## config.mk

```make
export PLATFORM = sky130hd
export DESIGN_NAME = barrel_frame_ctrl
export DESIGN_NICKNAME = d
export VERILOG_FILES = /design/src/rtl/barrel_pkg.sv /design/src/rtl/barrel_pix_counter.sv /design/src/rtl/barrel_frame_ctrl.sv
export SDC_FILE = /design/constraint.sdc
export NUM_CORES = 1
export LEC_CHECK = 0
export ABC_AREA = 1
export CORE_ASPECT_RATIO = 1.5
export CORE_UTILIZATION = 46
export DETAILED_ROUTE_END_ITERATION = 10
export GPL_ROUTABILITY_DRIVEN = 1
export PLACE_DENSITY = 0.73
export SETUP_SLACK_MARGIN = 0.5
export SYNTH_ARGS = -nofsm -noshare
export SYNTH_HDL_FRONTEND = slang
export SYNTH_HIERARCHICAL = 1
export SYNTH_SLANG_ARGS = --single-unit
```

## constraint.sdc

```tcl
create_clock -name clk -period 3.81 [get_ports clk]
set_clock_uncertainty 0.2 [all_clocks]
set_input_delay 0.381 -clock clk [delete_from_list [all_inputs] [get_ports clk]]
set_output_delay 0.381 -clock clk [all_outputs]
set_load 0.005 [all_outputs]
```

## src/rtl/barrel_pkg.sv

```systemverilog
// barrel_pkg
// Shared definitions for the barrel-distortion frame controller: controller
// state encoding, bit positions inside the sticky error vector, reset values
// of the correction coefficients and a helper that sizes the counters.
package barrel_pkg;

  // Frame controller states. IDLE waits for enable, WAIT_SOF hunts for the
  // start-of-frame beat, RUN passes pixels through, PAD fills a short frame,
  // FLUSH discards the tail of a long frame, DRAIN waits for the core output.
  typedef enum logic [2:0] {
    ST_IDLE,
    ST_WAIT_SOF,
    ST_RUN,
    ST_PAD,
    ST_FLUSH,
    ST_DRAIN
  } state_t;

  // Positions of the sticky error flags inside err.
  localparam int ERR_SOF_MISSING = 0;
  localparam int ERR_EARLY_TLAST = 1;
  localparam int ERR_LATE_TLAST  = 2;
  localparam int ERR_TIMEOUT     = 3;

  // Coefficient values used after reset.
  localparam logic [15:0] K1_DEFAULT = 16'h0100;
  localparam logic [15:0] K2_DEFAULT = 16'h0020;

  // Number of bits needed to hold the values 0 .. maxCount-1 (at least one).
  function automatic int cntWidth(input int maxCount);
    return (maxCount > 1) ? $clog2(maxCount) : 1;
  endfunction

endpackage

```

## src/rtl/barrel_pix_counter.sv

```systemverilog
// barrel_pix_counter
// Raster position counter for the input side of the frame controller.
// Ports:
//   clk, rst    clock and synchronous active-high reset
//   clear_i     return to pixel (0,0); takes priority over advance_i
//   advance_i   one pixel was accepted, step the raster position
//   first_o     current position is pixel 0 of the frame
//   last_o      current position is the final pixel of the frame
module barrel_pix_counter #(
  parameter int WIDTH  = 1280,
  parameter int HEIGHT = 720
) (
  input  logic clk,
  input  logic rst,
  input  logic clear_i,
  input  logic advance_i,
  output logic first_o,
  output logic last_o
);
  import barrel_pkg::*;

  localparam int XW = cntWidth(WIDTH);
  localparam int YW = cntWidth(HEIGHT);
  localparam logic [XW-1:0] X_LAST = XW'(WIDTH - 1);
  localparam logic [YW-1:0] Y_LAST = YW'(HEIGHT - 1);

  logic [XW-1:0] x_q, x_d;
  logic [YW-1:0] y_q, y_d;

  // Next raster position: x wraps at the end of a line and carries into y,
  // y wraps at the end of the frame so a runaway source cannot overflow.
  always_comb begin
    x_d = x_q;
    y_d = y_q;
    if (clear_i) begin
      x_d = '0;
      y_d = '0;
    end else if (advance_i) begin
      if (x_q == X_LAST) begin
        x_d = '0;
        y_d = (y_q == Y_LAST) ? '0 : y_q + YW'(1);
      end else begin
        x_d = x_q + XW'(1);
      end
    end
  end

  // Position registers.
  always_ff @(posedge clk) begin
    if (rst) begin
      x_q <= '0;
      y_q <= '0;
    end else begin
      x_q <= x_d;
      y_q <= y_d;
    end
  end

  assign first_o = (x_q == '0) && (y_q == '0);
  assign last_o  = (x_q == X_LAST) && (y_q == Y_LAST);

endmodule

```

## src/rtl/barrel_frame_ctrl.sv

```systemverilog
// barrel_frame_ctrl
// Frame-level controller in front of a barrel-distortion correction core.
// It locks onto start-of-frame, forwards exactly WIDTH*HEIGHT pixels to the
// core (padding short frames, discarding the tail of long ones), hands the
// core a frame-stable pair of coefficients and waits for the core output to
// drain before starting the next frame.
// Ports:
//   clk, rst                  clock and synchronous active-high reset
//   enable                    allow new frames to start
//   cfg_valid, cfg_k1/k2      load new coefficients into the shadow registers
//   err_clear                 clear the sticky error flags
//   s_axis_*                  source pixel stream (tuser = start of frame)
//   core_s_*                  pixel stream towards the correction core
//   core_m_tvalid/tready/tlast  observed handshake at the core output
//   core_k1, core_k2          coefficients in use for the current frame
//   busy                      a frame is in progress
//   frame_done                one-cycle pulse when a frame finishes
//   frame_count               number of finished frames (wraps)
//   err                       {timeout, late_tlast, early_tlast, sof_missing}
module barrel_frame_ctrl #(
  parameter int          WIDTH         = 1280,
  parameter int          HEIGHT        = 720,
  parameter int          DATA_WIDTH    = 24,
  parameter logic [15:0] K1_DEFAULT    = barrel_pkg::K1_DEFAULT,
  parameter logic [15:0] K2_DEFAULT    = barrel_pkg::K2_DEFAULT,
  parameter int          DRAIN_TIMEOUT = 4096
) (
  input  logic                  clk,
  input  logic                  rst,
  input  logic                  enable,
  input  logic                  cfg_valid,
  input  logic [15:0]           cfg_k1,
  input  logic [15:0]           cfg_k2,
  input  logic                  err_clear,
  input  logic [DATA_WIDTH-1:0] s_axis_tdata,
  input  logic                  s_axis_tvalid,
  input  logic                  s_axis_tlast,
  input  logic                  s_axis_tuser,
  output logic                  s_axis_tready,
  output logic [DATA_WIDTH-1:0] core_s_tdata,
  output logic                  core_s_tvalid,
  output logic                  core_s_tlast,
  output logic                  core_s_tuser,
  input  logic                  core_s_tready,
  input  logic                  core_m_tvalid,
  input  logic                  core_m_tready,
  input  logic                  core_m_tlast,
  output logic [15:0]           core_k1,
  output logic [15:0]           core_k2,
  output logic                  busy,
  output logic                  frame_done,
  output logic [15:0]           frame_count,
  output logic [3:0]            err
);
  import barrel_pkg::*;

  localparam int TOTAL = WIDTH * HEIGHT;
  localparam int OCW   = cntWidth(TOTAL + 1);
  localparam int TCW   = cntWidth(DRAIN_TIMEOUT);

  state_t          state_q, state_d;
  logic            pixFirst, pixLast, pixAdvance, pixClear;
  logic            pix0Accept, outHs, outDone, outCounting, drainExit;
  logic [3:0]      errSet;
  logic [3:0]      err_q;
  logic [OCW-1:0]  outCnt_q;
  logic [TCW-1:0]  drainTmr_q;
  logic [15:0]     shadowK1_q, shadowK2_q, coreK1_q, coreK2_q;
  logic [15:0]     frameCount_q;
  logic            frameDone_q;

  // The raster position restarts whenever we are between frames, so the
  // start-of-frame beat always lands on pixel 0.
  assign pixClear = (state_q == ST_IDLE) || (state_q == ST_WAIT_SOF);

  barrel_pix_counter #(
    .WIDTH (WIDTH),
    .HEIGHT(HEIGHT)
  ) u_in_cnt (
    .clk      (clk),
    .rst      (rst),
    .clear_i  (pixClear),
    .advance_i(pixAdvance),
    .first_o  (pixFirst),
    .last_o   (pixLast)
  );

  assign pix0Accept = (state_q == ST_RUN) && pixFirst && s_axis_tvalid && core_s_tready;
  assign outHs      = core_m_tvalid && core_m_tready;

  // The frame is drained once every pixel came out of the core or the core
  // marks its last output beat; the handshake of this cycle already counts.
  assign outDone = (outCnt_q == OCW'(TOTAL)) ||
                   (outHs && (core_m_tlast || (outCnt_q == OCW'(TOTAL - 1))));

  // Output beats are only attributed to this frame from pixel 0 onwards.
  assign outCounting = busy && !((state_q == ST_RUN) && pixFirst && !pix0Accept);

  // Next-state and stream steering. In WAIT_SOF the start-of-frame beat is
  // held back (tready low for it) so RUN can forward it to the core as pixel 0.
  always_comb begin
    state_d       = state_q;
    s_axis_tready = 1'b0;
    core_s_tvalid = 1'b0;
    core_s_tdata  = '0;
    core_s_tlast  = 1'b0;
    core_s_tuser  = 1'b0;
    pixAdvance    = 1'b0;
    errSet        = '0;
    drainExit     = 1'b0;
    case (state_q)
      ST_IDLE: begin
        if (enable) state_d = ST_WAIT_SOF;
      end
      ST_WAIT_SOF: begin
        s_axis_tready = !(s_axis_tvalid && s_axis_tuser);
        if (s_axis_tvalid) begin
          if (s_axis_tuser) state_d = ST_RUN;
          else              errSet[ERR_SOF_MISSING] = 1'b1;
        end
      end
      ST_RUN: begin
        core_s_tvalid = s_axis_tvalid;
        s_axis_tready = core_s_tready;
        core_s_tdata  = s_axis_tdata;
        core_s_tuser  = pixFirst;
        core_s_tlast  = pixLast;
        if (s_axis_tvalid && core_s_tready) begin
          pixAdvance = 1'b1;
          if (pixLast) begin
            if (s_axis_tlast) begin
              state_d = ST_DRAIN;
            end else begin
              errSet[ERR_LATE_TLAST] = 1'b1;
              state_d = ST_FLUSH;
            end
          end else if (s_axis_tlast) begin
            errSet[ERR_EARLY_TLAST] = 1'b1;
            state_d = ST_PAD;
          end
        end
      end
      ST_PAD: begin
        core_s_tvalid = 1'b1;
        core_s_tlast  = pixLast;
        if (core_s_tready) begin
          pixAdvance = 1'b1;
          if (pixLast) state_d = ST_DRAIN;
        end
      end
      ST_FLUSH: begin
        s_axis_tready = 1'b1;
        if (s_axis_tvalid && s_axis_tlast) state_d = ST_DRAIN;
      end
      ST_DRAIN: begin
        if (outDone) begin
          drainExit = 1'b1;
        end else if (drainTmr_q == TCW'(DRAIN_TIMEOUT - 1)) begin
          drainExit = 1'b1;
          errSet[ERR_TIMEOUT] = 1'b1;
        end
        if (drainExit) state_d = enable ? ST_WAIT_SOF : ST_IDLE;
      end
      default: state_d = ST_IDLE;
    endcase
  end

  // State register.
  always_ff @(posedge clk) begin
    if (rst) state_q <= ST_IDLE;
    else     state_q <= state_d;
  end

  // Output beat counter and DRAIN cycle timer. Both restart between frames;
  // the beat counter stops at a full frame so it cannot wrap.
  always_ff @(posedge clk) begin
    if (rst || pixClear) begin
      outCnt_q <= '0;
    end else if (outCounting && outHs && (outCnt_q != OCW'(TOTAL))) begin
      outCnt_q <= outCnt_q + OCW'(1);
    end
    if (rst || (state_q != ST_DRAIN)) drainTmr_q <= '0;
    else                              drainTmr_q <= drainTmr_q + TCW'(1);
  end

  // Coefficients: the shadow follows cfg_valid at any time, the core copy is
  // only refreshed when pixel 0 is accepted so a frame never sees a change.
  // A write in that same cycle goes straight to the core copy.
  always_ff @(posedge clk) begin
    if (rst) begin
      shadowK1_q <= K1_DEFAULT;
      shadowK2_q <= K2_DEFAULT;
      coreK1_q   <= K1_DEFAULT;
      coreK2_q   <= K2_DEFAULT;
    end else begin
      if (cfg_valid) begin
        shadowK1_q <= cfg_k1;
        shadowK2_q <= cfg_k2;
      end
      if (pix0Accept) begin
        coreK1_q <= cfg_valid ? cfg_k1 : shadowK1_q;
        coreK2_q <= cfg_valid ? cfg_k2 : shadowK2_q;
      end
    end
  end

  // Sticky errors (a new error wins over a clear in the same cycle), the
  // frame-done pulse and the finished-frame counter.
  always_ff @(posedge clk) begin
    if (rst) begin
      err_q        <= '0;
      frameDone_q  <= 1'b0;
      frameCount_q <= '0;
    end else begin
      err_q       <= (err_clear ? 4'b0000 : err_q) | errSet;
      frameDone_q <= drainExit;
      if (drainExit) frameCount_q <= frameCount_q + 16'd1;
    end
  end

  assign busy        = (state_q == ST_RUN) || (state_q == ST_PAD) ||
                       (state_q == ST_FLUSH) || (state_q == ST_DRAIN);
  assign core_k1     = coreK1_q;
  assign core_k2     = coreK2_q;
  assign frame_done  = frameDone_q;
  assign frame_count = frameCount_q;
  assign err         = err_q;

endmodule
```

==> impl_metrics.env <==
export IMPL_holdBufCountCts=0
export IMPL_track_usage=0.216
export IMPL_num_nets_final=1169
export IMPL_vias=6452
export IMPL_rows=55
export IMPL_synth_edf_count=0
export IMPL_dp_hpwl_mm=12.3
export IMPL_syn2layout_area_growth_pct=29.8
export IMPL_fin_crit_ns=3.07
export IMPL_firstDrtPassIters=5
export IMPL_dp_cells=1270
export IMPL_syn_num_nets=1030
export IMPL_drt_iter0_markers=250
export IMPL_ios=150
export IMPL_synthArstFlopShare=0
export IMPL_final_layout_size_suffix_gt1_frac=0.0997
export IMPL_p_per_area_nw_per_um2=436
export IMPL_gp_congestion=0.879
export IMPL_critPathKind="flip-flop to output port"
export IMPL_drv_cap=0
export IMPL_cts_sinks=141
export IMPL_grt_pass1_vias=5937
export IMPL_synth_largest_area_cell="dfxtp_1"
export IMPL_p_leak_nw=3.62
export IMPL_critical_path_peak_fanout=6
export IMPL_ys_flop_type="dfxtp_1"
export IMPL_grt_pass1_wl_mm=28.0
export IMPL_worstHoldPathType="primary input to flip-flop"
export IMPL_cts_setup_buffers=0
export IMPL_cts_max_level=4
export IMPL_antenna_found_initial=0
export IMPL_routed_wl_mm=16.8
export IMPL_finalSetupTns_ns=0
export IMPL_initial_utilization=0.472
export IMPL_cts_root_buf="clkbuf_16"
export IMPL_fin_crit_sh=0.807
export IMPL_yosys_top_cells_area="dfxtp_1, nand2_1, nor2_1, inv_1, a211oi_2"
export IMPL_synth_area_sq_um=7110
export IMPL_cts_resized=0
export IMPL_tritoncts="built"
export IMPL_setup_slack_ns=0.735
export IMPL_syn_inst=951
export IMPL_fin_util=0.612
export IMPL_yosysUniqueCellTypes=42
export IMPL_clk_pin_slew_ns=0.06
export IMPL_power_mw=4.03
export IMPL_critPathLaunchType="flip-flop"
export IMPL_status="complete, no violations"
export IMPL_synth_common_cells="nand2_1, nor2_1, dfxtp_1"
export IMPL_cts_made_buffers=17
export IMPL_ys_ff_latch=141
export IMPL_tightest_slew_ns=0.980
export IMPL_drc=0
export IMPL_insertion_delay_ns=0.42
export IMPL_slew_headroom=0.347
export IMPL_die_w_um=104
export IMPL_chipHeight_um=154
export IMPL_crit_arrival_ns=2.49
export IMPL_finalSetupViolCount=0
export IMPL_yosysMostFrequentCell="nand2_1"
export IMPL_core_area_sq_um=15100
export IMPL_dieArea_sq_um=16000
export IMPL_synth_top_area_frac=0.397
export IMPL_irDropWorstVdd_v=0.000253
export IMPL_port_buffer_count=149
export IMPL_finalHoldViolCount=0
export IMPL_fmax_mhz=325
export IMPL_avgSynthCellArea_sq_um=7.48
export IMPL_slew_viol_final=0
export IMPL_rsz0062_at_grt="no"
export IMPL_dp_slack_ns=0.939
export IMPL_seq_area_frac_synth=0.397
export IMPL_end_kind="output port"
export IMPL_route_detailed_wl_per_inst_um=12.9
export IMPL_final_cells=1302
export IMPL_r2r_slack_ns=1.25
export IMPL_n_antenna_cell=0
export IMPL_ys_warn_count=6
export IMPL_cts_max_path_buffers=2
export IMPL_routed_via_density=4.96
export IMPL_grt_overflow=0
export IMPL_grt_max_degree=65
export IMPL_ant_nets=0
export IMPL_cp_data_required_time_ns=3.23
stage by stage:
step / cell area, sq um / hold slack, ns
after global placement: 8650 / 0.229
after CTS: 9230 / 0.109
after global routing: 9230 / 0.132
after detailed placement: 8650 / 0.246
after floorplan: 7110 / 0.218
final: 9230 / 0.122
final cells by class:
type	count	area [sq um]
flip-flops and latches	141	2820
clock inverters	15	150
clock buffers	17	425
repair buffers	150	1490
inverters	112	425
fillers	1348	5840
multi-input cells	668	3670
well taps	199	249
critical path: stages, from the launching register on:
cell and delay (ns):
dfxtp_1 0.38, ha_1 0.20, nand2_1 0.11, nor2_2 0.21, nand3_1 0.19, nor2_2 0.26, nand2_1 0.15, inv_1 0.08
clkdlybuf4s50_1 0.49
registers in the layout, summed over array words and instances, names as in the netlist:
name,flops
state_q,3
frame_done,1
shadowK1_q,16
core_k2,16
drainTmr_q,12
core_k1,16
frame_count,16
err,4
outCnt_q,20
u_in_cnt/y_q,10
u_in_cnt/x_q,11
shadowK2_q,16
metal layers:
metal | GRT usage | part of all wire | vias up
met5 | 0 | 0 | -
met4 | 0.0814 | 0.019 | 0
met3 | 0.0485 | 0.044 | 20
met2 | 0.391 | 0.51 | 172
met1 | 0.246 | 0.42 | 2931
li1 | - | - | 3329
path summary, 6_finish.rpt:
path | cells after the start | startpoint | endpoint
hold / removal | 2 | rst | shadowK2_q[2]
setup reg to reg | 16 | u_in_cnt/y_q[0] | outCnt_q[6]
hold reg to reg | 2 | shadowK1_q[8] | shadowK1_q[8]
setup / recovery | 8 | u_in_cnt/y_q[1] | core_s_tlast
layout by cell type, fill, tap and decap left out, types with 11 or more instances in the layout:
cell | Yosys | final
nand2_1 | 193 | 193
nor2_1 | 171 | 169
clkdlybuf4s50_1 | 0 | 147
dfxtp_1 | 141 | 141
inv_1 | 104 | 104
nand3_1 | 53 | 53
a21oi_1 | 47 | 47
a211oi_2 | 31 | 31
mux2i_1 | 30 | 30
nor3_1 | 23 | 23
xor2_1 | 19 | 19
o21ai_0 | 19 | 19
clkbuf_16 | 0 | 17
xnor2_1 | 11 | 11
ha_1 | 11 | 11
power breakdown:
| group | switching (mW) | internal [mW] |
|---|---|---|
| clock | 0.718 | 0.869 |
| combinational | 0.473 | 0.375 |
| sequential | 0.0498 | 1.54 |
cells by family after synthesis:
family	Yosys count	share of synthesized area
XOR/XNOR	30	0.0369
multiplexers	30	0.0422
AND/OR/NAND/NOR	487	0.300
buffers and inverters	142	0.0883
AO/OA/AOI/OAI	110	0.116
adder cells (fa/ha/maj)	11	0.0194
flip-flops	141	0.397
Note: power is estimated with default switching activity, not from simulation.
